## src/rtl/fifo_burst_pkg.sv

```systemverilog
// Shared types and defaults for the FIFO burst reader and its synchronizer.
package fifo_burst_pkg;

  typedef enum logic [1:0] {
    IDLE  = 2'd0,
    READ  = 2'd1,
    DRAIN = 2'd2
  } state_t;

  localparam int DEF_DATA_W = 8;
  localparam int DEF_CNT_W  = 7;
  localparam int DEF_THRESH = 64;
  localparam int DEF_RD_LAT = 1;
  localparam int ERR_CNT_W  = 16;

endpackage

```

## src/rtl/fifo_burst_reader_sync_2ff.sv

```systemverilog
// Generic single-bit two-flop synchronizer into the sys_clk domain.
module sync_2ff (
  input  logic sys_clk,
  input  logic sys_rst,
  input  logic d,
  output logic q
);

  logic stage1_reg;
  logic stage2_reg;

  always_ff @(posedge sys_clk) begin
    if (sys_rst) begin
      stage1_reg <= 1'b0;
      stage2_reg <= 1'b0;
    end else begin
      stage1_reg <= d;
      stage2_reg <= stage1_reg;
    end
  end

  assign q = stage2_reg;

endmodule

```

## src/rtl/fifo_burst_reader.sv

```systemverilog
// Read-side burst controller: waits for full/threshold, drains the FIFO, streams words out.
// Optional sequence checker enabled with `define FIFO_BURST_READER_SEQ_CHECK_EN.
module fifo_burst_reader
  import fifo_burst_pkg::*;
#(
  parameter int DATA_W = DEF_DATA_W,
  parameter int CNT_W  = DEF_CNT_W,
  parameter int THRESH = DEF_THRESH,
  parameter int RD_LAT = DEF_RD_LAT
) (
  input  logic                 sys_clk,
  input  logic                 sys_rst,
  input  logic                 fifo_full,
  input  logic                 fifo_empty,
  input  logic [CNT_W-1:0]     fifo_rd_data_count,
  input  logic [DATA_W-1:0]    fifo_rd_data,
  output logic                 fifo_rd_en,
  output logic [DATA_W-1:0]    out_data,
  output logic                 out_valid,
  output logic                 busy,
  output logic                 burst_done,
  output logic [CNT_W:0]       burst_len,
  output logic                 seq_err,
  output logic [ERR_CNT_W-1:0] err_cnt
);

  localparam logic [CNT_W-1:0] THRESH_C = CNT_W'(THRESH);
  localparam logic [CNT_W:0]   CNT_MAX  = '1;

  logic                full_s2;
  state_t              state_reg, state_next;
  logic                rd_en;
  logic [RD_LAT-1:0]   vld_pipe_reg, vld_pipe_next;
  logic                pipe_idle;
  logic                word_take;
  logic [CNT_W:0]      word_cnt_reg;
  logic [DATA_W-1:0]   out_data_reg;
  logic                out_valid_reg;
  logic                burst_done_reg;
  logic [CNT_W:0]      burst_len_reg;

  sync_2ff u_full_sync (
    .sys_clk (sys_clk),
    .sys_rst (sys_rst),
    .d       (fifo_full),
    .q       (full_s2)
  );

  // Valid pipe tracks each issued read until its data appears on fifo_rd_data.
  assign vld_pipe_next[0] = fifo_rd_en;
  generate
    for (genvar gi = 1; gi < RD_LAT; gi++) begin : g_vld_pipe
      assign vld_pipe_next[gi] = vld_pipe_reg[gi-1];
    end
  endgenerate

  assign pipe_idle = (vld_pipe_reg == '0);
  assign word_take = vld_pipe_reg[RD_LAT-1];

  always_comb begin
    state_next = state_reg;
    rd_en      = 1'b0;
    case (state_reg)
      IDLE: begin
        if (full_s2 || (fifo_rd_data_count >= THRESH_C)) state_next = READ;
      end
      READ: begin
        if (fifo_empty) state_next = DRAIN;
        else            rd_en      = 1'b1;
      end
      DRAIN: begin
        if (pipe_idle) state_next = IDLE;
      end
      default: state_next = IDLE;
    endcase
    if (sys_rst) rd_en = 1'b0;
  end

  assign fifo_rd_en = rd_en;
  assign busy       = (state_reg == READ) || (state_reg == DRAIN);

  always_ff @(posedge sys_clk) begin
    if (sys_rst) begin
      state_reg      <= IDLE;
      vld_pipe_reg   <= '0;
      word_cnt_reg   <= '0;
      out_data_reg   <= '0;
      out_valid_reg  <= 1'b0;
      burst_done_reg <= 1'b0;
      burst_len_reg  <= '0;
    end else begin
      state_reg      <= state_next;
      vld_pipe_reg   <= vld_pipe_next;
      out_valid_reg  <= word_take;
      burst_done_reg <= 1'b0;
      if (word_take) out_data_reg <= fifo_rd_data;
      if (fifo_rd_en && (word_cnt_reg != CNT_MAX))
        word_cnt_reg <= word_cnt_reg + (CNT_W+1)'(1);
      // Burst closes only once every issued read has been delivered.
      if ((state_reg == DRAIN) && pipe_idle) begin
        burst_len_reg  <= word_cnt_reg;
        burst_done_reg <= 1'b1;
        word_cnt_reg   <= '0;
      end
    end
  end

  assign out_data   = out_data_reg;
  assign out_valid  = out_valid_reg;
  assign burst_done = burst_done_reg;
  assign burst_len  = burst_len_reg;

`ifdef FIFO_BURST_READER_SEQ_CHECK_EN
  logic [DATA_W-1:0]    ref_reg;
  logic                 ref_ok_reg;
  logic                 seq_err_reg;
  logic [ERR_CNT_W-1:0] err_cnt_reg;
  logic [DATA_W-1:0]    ref_inc;
  logic                 mismatch;

  assign ref_inc  = ref_reg + DATA_W'(1);
  assign mismatch = ref_ok_reg && (fifo_rd_data != ref_inc);

  // Reference survives across bursts; a mismatch resyncs it to the received word.
  always_ff @(posedge sys_clk) begin
    if (sys_rst) begin
      ref_reg     <= '0;
      ref_ok_reg  <= 1'b0;
      seq_err_reg <= 1'b0;
      err_cnt_reg <= '0;
    end else begin
      seq_err_reg <= 1'b0;
      if (word_take) begin
        ref_reg    <= fifo_rd_data;
        ref_ok_reg <= 1'b1;
        if (mismatch) begin
          seq_err_reg <= 1'b1;
          if (err_cnt_reg != '1) err_cnt_reg <= err_cnt_reg + ERR_CNT_W'(1);
        end
      end
    end
  end

  assign seq_err = seq_err_reg;
  assign err_cnt = err_cnt_reg;
`else
  assign seq_err = 1'b0;
  assign err_cnt = '0;
`endif

endmodule

```

## config.mk

```make
export PLATFORM = sky130hd
export DESIGN_NAME = fifo_burst_reader
export DESIGN_NICKNAME = d
export VERILOG_FILES = /design/src/rtl/fifo_burst_pkg.sv /design/src/rtl/fifo_burst_reader_sync_2ff.sv /design/src/rtl/fifo_burst_reader.sv
export SDC_FILE = /design/constraint.sdc
export NUM_CORES = 1
export LEC_CHECK = 0
export ABC_AREA = 1
export BUFFER_PORTS_ARGS = -buffer_cell sky130_fd_sc_hd__buf_2
export CAP_MARGIN = 20
export CORE_MARGIN = 2
export CORE_UTILIZATION = 40
export DETAILED_ROUTE_END_ITERATION = 6
export PLACE_DENSITY = 0.69
export REMOVE_ABC_BUFFERS = 1
export SLEW_MARGIN = 5
export SYNTH_ARGS = -nofsm -noshare
export SYNTH_HDL_FRONTEND = slang
export SYNTH_HIERARCHICAL = 1
export SYNTH_SLANG_ARGS = --single-unit
```

## constraint.sdc

```tcl
create_clock -name sys_clk -period 1.8 [get_ports sys_clk]
set_input_delay 0.27 -clock sys_clk [delete_from_list [all_inputs] [get_ports sys_clk]]
set_output_delay 0.27 -clock sys_clk [all_outputs]
set_load 0.05 [all_outputs]
```

## Word level (Yosys, flattened, before mapping)

Cells that the tools add are included.
W data, S select, Z words.

- Bits in registers: 31
- Input bits: 19

- Add/subtract/negate cells: 1
- Order comparisons: 1
- Equality and inequality tests: 6
- Mux-type cells: 8
- Bitwise logic cells: 1
- Reductions and logical operators: 7

Operators by type and width:

| operator | number |
|---|---|
| $add A8 B1 Y8 const B | 1 |
| $ne A8 B8 Y1 const B | 1 |
| $ge A7 B7 Y1 const B | 1 |
| $mux W2 | 3 |
| $ne A2 B2 Y1 const B | 3 |
| $pmux W2 S3 | 1 |
| $mux W1 | 4 |
| $reduce_and A3 Y1 | 1 |
| $eq A2 B1 Y1 const B | 1 |
| $eq A2 B2 Y1 const B | 1 |
| $logic_and A1 B1 Y1 | 2 |
| $logic_not A2 Y1 | 1 |
| $logic_or A1 B1 Y1 | 2 |
| $reduce_or A2 Y1 | 1 |
| $not A1 Y1 | 1 |

## Depth between registers and ports, before layout

Gate-level depths: netlist (run 1).

- Depth after elaboration: 4
- Mapped depth: 8
- Gate-level depth less buffers: 8

## Modules after synthesis

Netlist (run 1), hierarchy kept.

By module, submodules not included:

| module | times used | cells an instance | area each (um^2) | seq. area each (um^2) |
|---|---|---|---|---|
| fifo_burst_reader | 1 | 169 | 1327.5 | 580.6 |
| sync_2ff | 1 | 6 | 55.1 | 40.0 |

## Worst setup path after synthesis (run 1)

No wires, ideal clock.

- Path kind: register to register
- Start: register state_reg[1]
- End: register word_cnt_reg[0]
- Library setup time: 0.116 ns
- Data arrival time: 1.239 ns
- Required time: 1.684 ns
- Slack: 0.445 ns
- Cell stages (with the launch flop): 9
- Cells stage by stage: dfxtp_1 > inv_1 > ha_1 > nand3_2 > clkinv_2 > nand2_4 > inv_1 > nor2_1 > nor2_1

- Cells in the longest elaborated chain, start to end: 4
- Elaborated cells between the ends (all ways): 7
- Those cells by class: eq/ne (2); mux (2); reduce/logical (3)

Ends and longest elaborated chain:

| element | line | source |
|---|---|---|
| start: declaration | fifo_burst_reader.sv:31 | `state_t state_reg, state_next;` |
| start signal: assignment | fifo_burst_reader.sv:92 | `state_reg <= state_next;` |
| $eq A2 B1 Y1 | fifo_burst_reader.sv:63 | `case (state_reg)` |
| $mux W1 | fifo_burst_reader.sv:63 |  |
| $mux W1 | fifo_burst_reader.sv:76 | `if (sys_rst) rd_en = 1'b0;` |
| net fifo_rd_en | fifo_burst_reader.sv:17 | `output logic fifo_rd_en,` |
| $logic_and A1 B1 Y1 | fifo_burst_reader.sv:97 | `if (fifo_rd_en && (word_cnt_reg != CNT_MAX))` |
| end signal: assignment | fifo_burst_reader.sv:98 | `word_cnt_reg <= word_cnt_reg + (CNT_W+1)'(1);` |
| end: declaration | fifo_burst_reader.sv:36 | `logic [CNT_W:0] word_cnt_reg;` |

The timed path passes the listed nets, and every way through them passes these cells.
A chain may end at the register's enable or synchronous reset.

## Worst setup path in the final report (run 1)

- Start: register state_reg[1]
- End: output port fifo_rd_en

- Cells in the longest elaborated chain, start to end: 3

Ends and longest elaborated chain:

| element | line |
|---|---|
| $eq A2 B1 Y1 | fifo_burst_reader.sv:63 |
| $mux W1 | fifo_burst_reader.sv:63 |
| $mux W1 | fifo_burst_reader.sv:76 |
| end: declaration | fifo_burst_reader.sv:17 |

No other way between the ends.

==> results.yml, run 1 <==
yosys:
  ys_ff_latch: 31
  synth-main-ff-cell: "dfxtp_1"
  netlist_top_cells_count: "dfxtp_1, nor2_1, nand2_1"
  synth_edf_count: 0
  synthArstFlopShare_pct: 0
  synth.avg_cell_area_um2: 7.90
  synth_area_um2: 1380
  yosysUniqueCellTypes: 24
  yosys.area.top_type: "dfxtp_1"
  yosys_warnings: 6
  netlist_instances: 175
  synth_area_leaders: "dfxtp_1, buf_4, nor2_1"
  yosysTopAreaCellShare_pct: 44.9
  synth_seq_area_share_pct: 44.9
setup_path:
  crit_path_end_kind: "primary output"
  critPathArrivalTime_ns: 1.40
  path_cells: "inv_1 > ha_1 > nand3_2 > clkinv_2 > buf_6"
  crit_required_ns: 1.53
  cp_slowest_cell: "dfxtp_1"
  worstSetupStartpoint: "state_reg[1]$_SDFFE_PP0P_"
  worst_setup_path_start_kind: "register"
  reg2reg_from: "state_reg[0]$_SDFFE_PP0P_"
  cp_max_fo: 5
  critPathMaxStageDelay_ns: 0.35
  critPathKind: "reg -> out"
cells_and_area:
  area_delta_synth_final_pct: 15.0
  antenna_cells: 0
  final_cells: 259
  seqCellArea_um2: 621
  layout.nets: 236
  fill_cells: 354
  multi_input_area_um2: 608
  drive_above_1_share_pct: 23.5
global_routing:
  grt_overflow: 0
  grt_start_max_net_pins: 12
  grtUsageTotal_pct: 13.8
  grt_pass1_vias: 1005
  antenna_found_initial: 0
  grt_pass1_wl_um: 4240
clock_network:
  clock_latency_ns: 0.33
  max-clock-path-buffers: 2
  htreeDepth: 2
  postCtsHoldBufs: 0
  cts_sinks: 31
  cts.repair.resized: 0
  cts_setup_buffers: 0
  cts_tree: "done"
  clk_pin_slew_ns: 0.09
  root_buffer: "clkbuf_4"
  numCtsBuffers: 5
sta:
  timing.hold.ws_ns: 0.135
  finalSetupViolations: 0
  min_period_over_period_pct: 92.9
  hold_viol: 0
  fin_tns_setup_ns: 0
  fmax_mhz: 598
  rsz0062_at_grt: "false"
  fin_skew_ns: 0.00716
  maxSlewViolCount: 0
  fin_crit_ns: 1.67
pwr:
  switching_share_pct: 40.5
  p_clk_share_pct: 21.6
  power.net_switching_mw: 0.697
  combPwrFrac_pct: 32.9
  p_leak_nw: 0.820
  power_frac_seq_pct: 45.4
  ir_drop_mv: 0.495
  p_per_area_nw_per_um2: 1080
  power.internal_mw: 1.02
flow_run:
  max_cap_viol_count: 0
route:
  vias: 1119
  dr.pass1.iters: 4
  drc: 0
  drt-initial-drc-count: 87
  routed_via_density: 4.32
  postRouteAntennaNets: 0
  wl_per_cell_um: 9.31
  wl_um: 2410
placement:
  io_buffers: 32
  dp_hpwl_um: 1840
  dpl.cell_count: 251
  gp_congestion: 0.850
hold_path:
  hp-class: "in -> reg"
  worstHoldStart: "fifo_full"
die:
  core_region_area_um2: 3340
  die_y_um: 62.8
  io_pins: 56
  die_x_um: 62.8
  initial_core_util_pct: 41.4
  dieArea_um2: 3940
  row_count: 21
outcome:
  outcome: "finished clean"
==> worst max-delay path, delay by kind of cell (launching register included) <==
kind | cells | cell delay, ns
fa+ha+maj | 1 | 0.21
buf+inv | 3 | 0.40
flops | 1 | 0.35
simple gates | 1 | 0.12
==> cells in the final DEF, fill, tap and decap left out, drive strengths merged, types with 5 or more instances in the layout <==
cell	instances
o21ai	17
a21oi	7
buf	34
nor2	34
dfxtp	31
nand2	29
inv	17
nand3	5
conb	17
clkbuf	7
ha	5
==> cell type report <==
| class | count | share of cell area [%] |
|---|---|---|
| Tap cell | 46 | 3.62 |
| Clock inverter | 1 | 0.315 |
| Inverter | 19 | 4.56 |
| Timing Repair Buffer | 34 | 11.4 |
| Multi-Input combinational cell | 121 | 38.2 |
| Sequential cell | 31 | 39.0 |
| Clock buffer | 7 | 2.83 |
==> power groups by stage <==
stage                     Sequential, mW  Clock [mW]  Combinational (mW)
after global placement             0.796           0               0.561
final                              0.781       0.372               0.566
after floorplan                    0.897           0               0.355
after CTS                          0.782       0.394               0.568
after detailed placement           0.798           0               0.567
after global routing               0.791       0.434               0.613
==> path summary, 6_finish.rpt <==
check,to,slack [ns],depth (start not counted)
max,fifo_rd_en,0.13,5
min,u_full_sync/stage1_reg$_SDFF_PP0_,0.14,3
min reg2reg,u_full_sync/q$_SDFF_PP0_,0.41,2
max reg2reg,word_cnt_reg[4]$_SDFFE_PP0P_,0.38,8
==> per-stage QoR <==
stage | setup WS (ns) | total power [mW] | util [%] | area (um^2)
detailed placement | 0.400 | 1.36 | 46.0 | 1530
global placement | 0.408 | 1.36 | 46.0 | 1530
floorplan | 0.438 | 1.25 | - | 1300
CTS | 0.0146 | 1.74 | 47.5 | 1580
global route | 0.0110 | 1.84 | 47.7 | 1590
finish | 0.128 | 1.72 | 47.7 | 1590
==> kinds of logic after synthesis <==
kind of cell | after synthesis | synth area share [%]
AOI/OAI and AO/OA | 28 | 11.0
adders and majority gates | 5 | 4.52
buffers and inverters | 39 | 15.5
DFF | 31 | 44.9
other | 1 | 0.271
and+or+nand+nor | 71 | 23.8
==> layer usage <==
layer  global-route usage (%)  wire [um]
met4                     10.8         72
met1                     16.0       1070
met2                     22.3       1160
met3                     2.70        114
met5                        0          0
(Power assumes the default switching activity.)
==> inputs of run 2 (changes only) <==
SYNTH_HIERARCHICAL = default   (was 1)
==> run 2 against run 1 <==
Combinational power increased by 3.5%. Fmax fell by 0.65%. Via count grew 0.54%. Register-to-register slack better by 0.03 ns. Flip-flop and latch count did not move. Power up 6.3%. Worst setup slack got worse by 0.011 ns. Critical endpoint unchanged. Largest cell class is now multi-input gates.
==> results.yml, run 2 <==
outcome:
  outcome: "finished clean"
yosys:
  synth_seq_area_share_pct: 43.9
  synth.avg_cell_area_um2: 7.86
  synth-main-ff-cell: "dfxtp_1"
  netlist_top_cells_count: "dfxtp_1, nor2_1, nand2_1, buf_4"
  synth_top_family_by_area: "simple AND/OR/NAND/NOR gates"
  ys_ff_latch: 31
  netlist_instances: 180
  yosys.area_share.simple_pct: 24.7
  synth-compound-area-share_pct: 10.5
  synth.most_common_cell: "dfxtp_1"
  synth_xor_area_share_pct: 0.619
  yosys.area.top_type: "dfxtp_1"
  synth_mux_area_share_pct: 0
  synth_edf_count: 0
  synth_area_um2: 1420
  synth_area_leaders: "dfxtp_1, buf_4, nor2_1"
  synthArstFlopShare_pct: 0
  yosys_warnings: 0
  synth_fa_ha_area_share_pct: 4.42
  yosysUniqueCellTypes: 25
  yosysTopAreaCellShare_pct: 43.9
die:
  io_pins: 56
  die_y_um: 63.5
  dieArea_um2: 4030
  core_region_area_um2: 3360
  row_count: 21
  initial_core_util_pct: 42.1
  die_x_um: 63.5
pwr:
  p_clk_share_pct: 24.8
  switching_share_pct: 39.5
  power_frac_seq_pct: 43.2
  combPwrFrac_pct: 32.1
  power.net_switching_mw: 0.721
  p_leak_nw: 0.800
  power_mw: 1.83
  power.internal_mw: 1.11
  p_per_area_nw_per_um2: 1120
  ir_drop_mv: 0.587
cells_and_area:
  antenna_cells: 0
  area_delta_synth_final_pct: 14.9
  final_cell_mix: "dfxtp_1, buf_2, nor2_1, nand2_1, conb_1"
  final_util_pct: 48.3
  drive_above_1_share_pct: 25.0
  final_cells: 262
  layout.nets: 239
setup_path:
  critPathKind: "reg -> out"
  reg2reg_from: "state_reg[0]$_SDFFE_PP0P_"
  worst_setup_path_start_kind: "register"
  critPathArrivalTime_ns: 1.41
  regToRegEndpoint: "burst_len[1]$_SDFFE_PP0P_"
  cp_max_fo: 4
  ff2ff_setup_slack_ns: 0.41
  path_cells: "inv_1 > ha_2 > nand3_4 > clkinv_4 > clkbuf_4"
  crit_path_end_kind: "primary output"
  critPathMaxStageDelay_ns: 0.33
  crit_buf_inv: 3
  r2r_cells: 7
  crit_family: "buffers and inverters"
  cp_slowest_cell: "dfxtp_1"
  crit_required_ns: 1.53
placement:
  io_buffers: 32
  dp_hpwl_um: 1800
  gp_congestion: 0.724
  dpl.cell_count: 254
global_routing:
  grt_overflow: 0
  antenna_found_initial: 0
  grt_start_max_net_pins: 14
  grt_pass1_vias: 1003
  grt_pass1_wl_um: 4200
  grtUsageTotal_pct: 13.6
clock_network:
  cts_tree: "done"
  postCtsHoldBufs: 0
  numCtsBuffers: 5
  cts.repair.resized: 0
  htreeDepth: 2
  cts_setup_buffers: 0
  max-clock-path-buffers: 2
  clk_pin_slew_ns: 0.09
  clock_latency_ns: 0.32
  root_buffer: "clkbuf_4"
  cts_sinks: 31
sta:
  fmax_mhz: 594
  maxSlewViolCount: 0
  min_period_over_period_pct: 93.5
  fin_tns_setup_ns: 0
  fin_crit_ns: 1.68
  finalSetupViolations: 0
  fin_skew_ns: 0.00259
  hold_viol: 0
route:
  wl_um: 2420
  routed_via_density: 4.29
  vias: 1125
  drt-initial-drc-count: 19
  postRouteAntennaNets: 0
  dr.pass1.iters: 4
  drc: 0
  wl_per_cell_um: 9.23
hold_path:
  worstHoldStart: "sys_rst"
  hp-class: "in -> reg"
  min_delay_path_depth: 2
  worstHoldEndpoint: "u_full_sync.q$_SDFF_PP0_"
flow_run:
  max_cap_viol_count: 0
## run 2: logic make-up after synthesis
logic type,after synthesis
xor+xnor,1
buf+inv,40
flops,31
other cells,1
simple gates,74
compound gates,28
fa+ha+maj,5
## run 2: layout make-up
| class | count | area (um^2) |
|---|---|---|
| sequential | 31 | 621 |
| inverter | 20 | 80.1 |
| clock buffer | 8 | 68.8 |
| multi-input combinational | 125 | 636 |
| tap | 46 | 57.6 |
| timing repair buffer | 32 | 163 |
| fill | 355 | 1740 |
## run 2: power groups by stage
stage / clock network [mW] / logic, mW / registers (mW)
after detailed placement: 0 / 0.586 / 0.805
after floorplan: 0 / 0.377 / 0.905
after global placement: 0 / 0.581 / 0.803
after CTS: 0.470 / 0.591 / 0.789
after global routing: 0.506 / 0.638 / 0.798
final: 0.452 / 0.586 / 0.789
## run 2: routing by layer
layer	vias to the layer above	routed length, um	GRT usage (%)
li1	600	-	-
met1	493	1160	15.4
met2	26	1080	22.0
met3	6	122	5.00
met4	0	57	7.34
met5	-	0	0
## run 2: worst reg2reg max path: stages, from the launching register on
cell and delay (ns):
dfxtp_1 0.37, inv_1 0.08, ha_1 0.21, inv_1 0.05, nor2_1 0.04, nand2_1 0.24
inv_2 0.09, a22o_1 0.21
## run 2: stage by stage
stage	area, um^2	hold WS, ns	worst slack (ns)
2_1_floorplan	1330	0.341	0.564
3_3_place_gp	1550	0.392	0.431
3_5_place_dp	1550	0.401	0.408
4_1_cts	1620	0.123	0.0332
5_1_grt	1630	0.124	-0.00137
6_report	1630	0.137	0.117
## run 2: worst max path at each step
stage                                    to  cells past startpoint  slack (ns)                 startpoint
6_report                         fifo_rd_en                      5        0.12  state_reg[1]$_SDFFE_PP0P_
5_1_grt                          fifo_rd_en                      5      -0.001  state_reg[1]$_SDFFE_PP0P_
4_1_cts                          fifo_rd_en                      5        0.03  state_reg[1]$_SDFFE_PP0P_
3_5_place_dp                     fifo_rd_en                      5        0.41  state_reg[1]$_SDFFE_PP0P_
3_3_place_gp                     fifo_rd_en                      5        0.43  state_reg[1]$_SDFFE_PP0P_
2_1_floorplan  word_cnt_reg[1]$_SDFFE_PP0P_                      8        0.56  state_reg[1]$_SDFFE_PP0P_
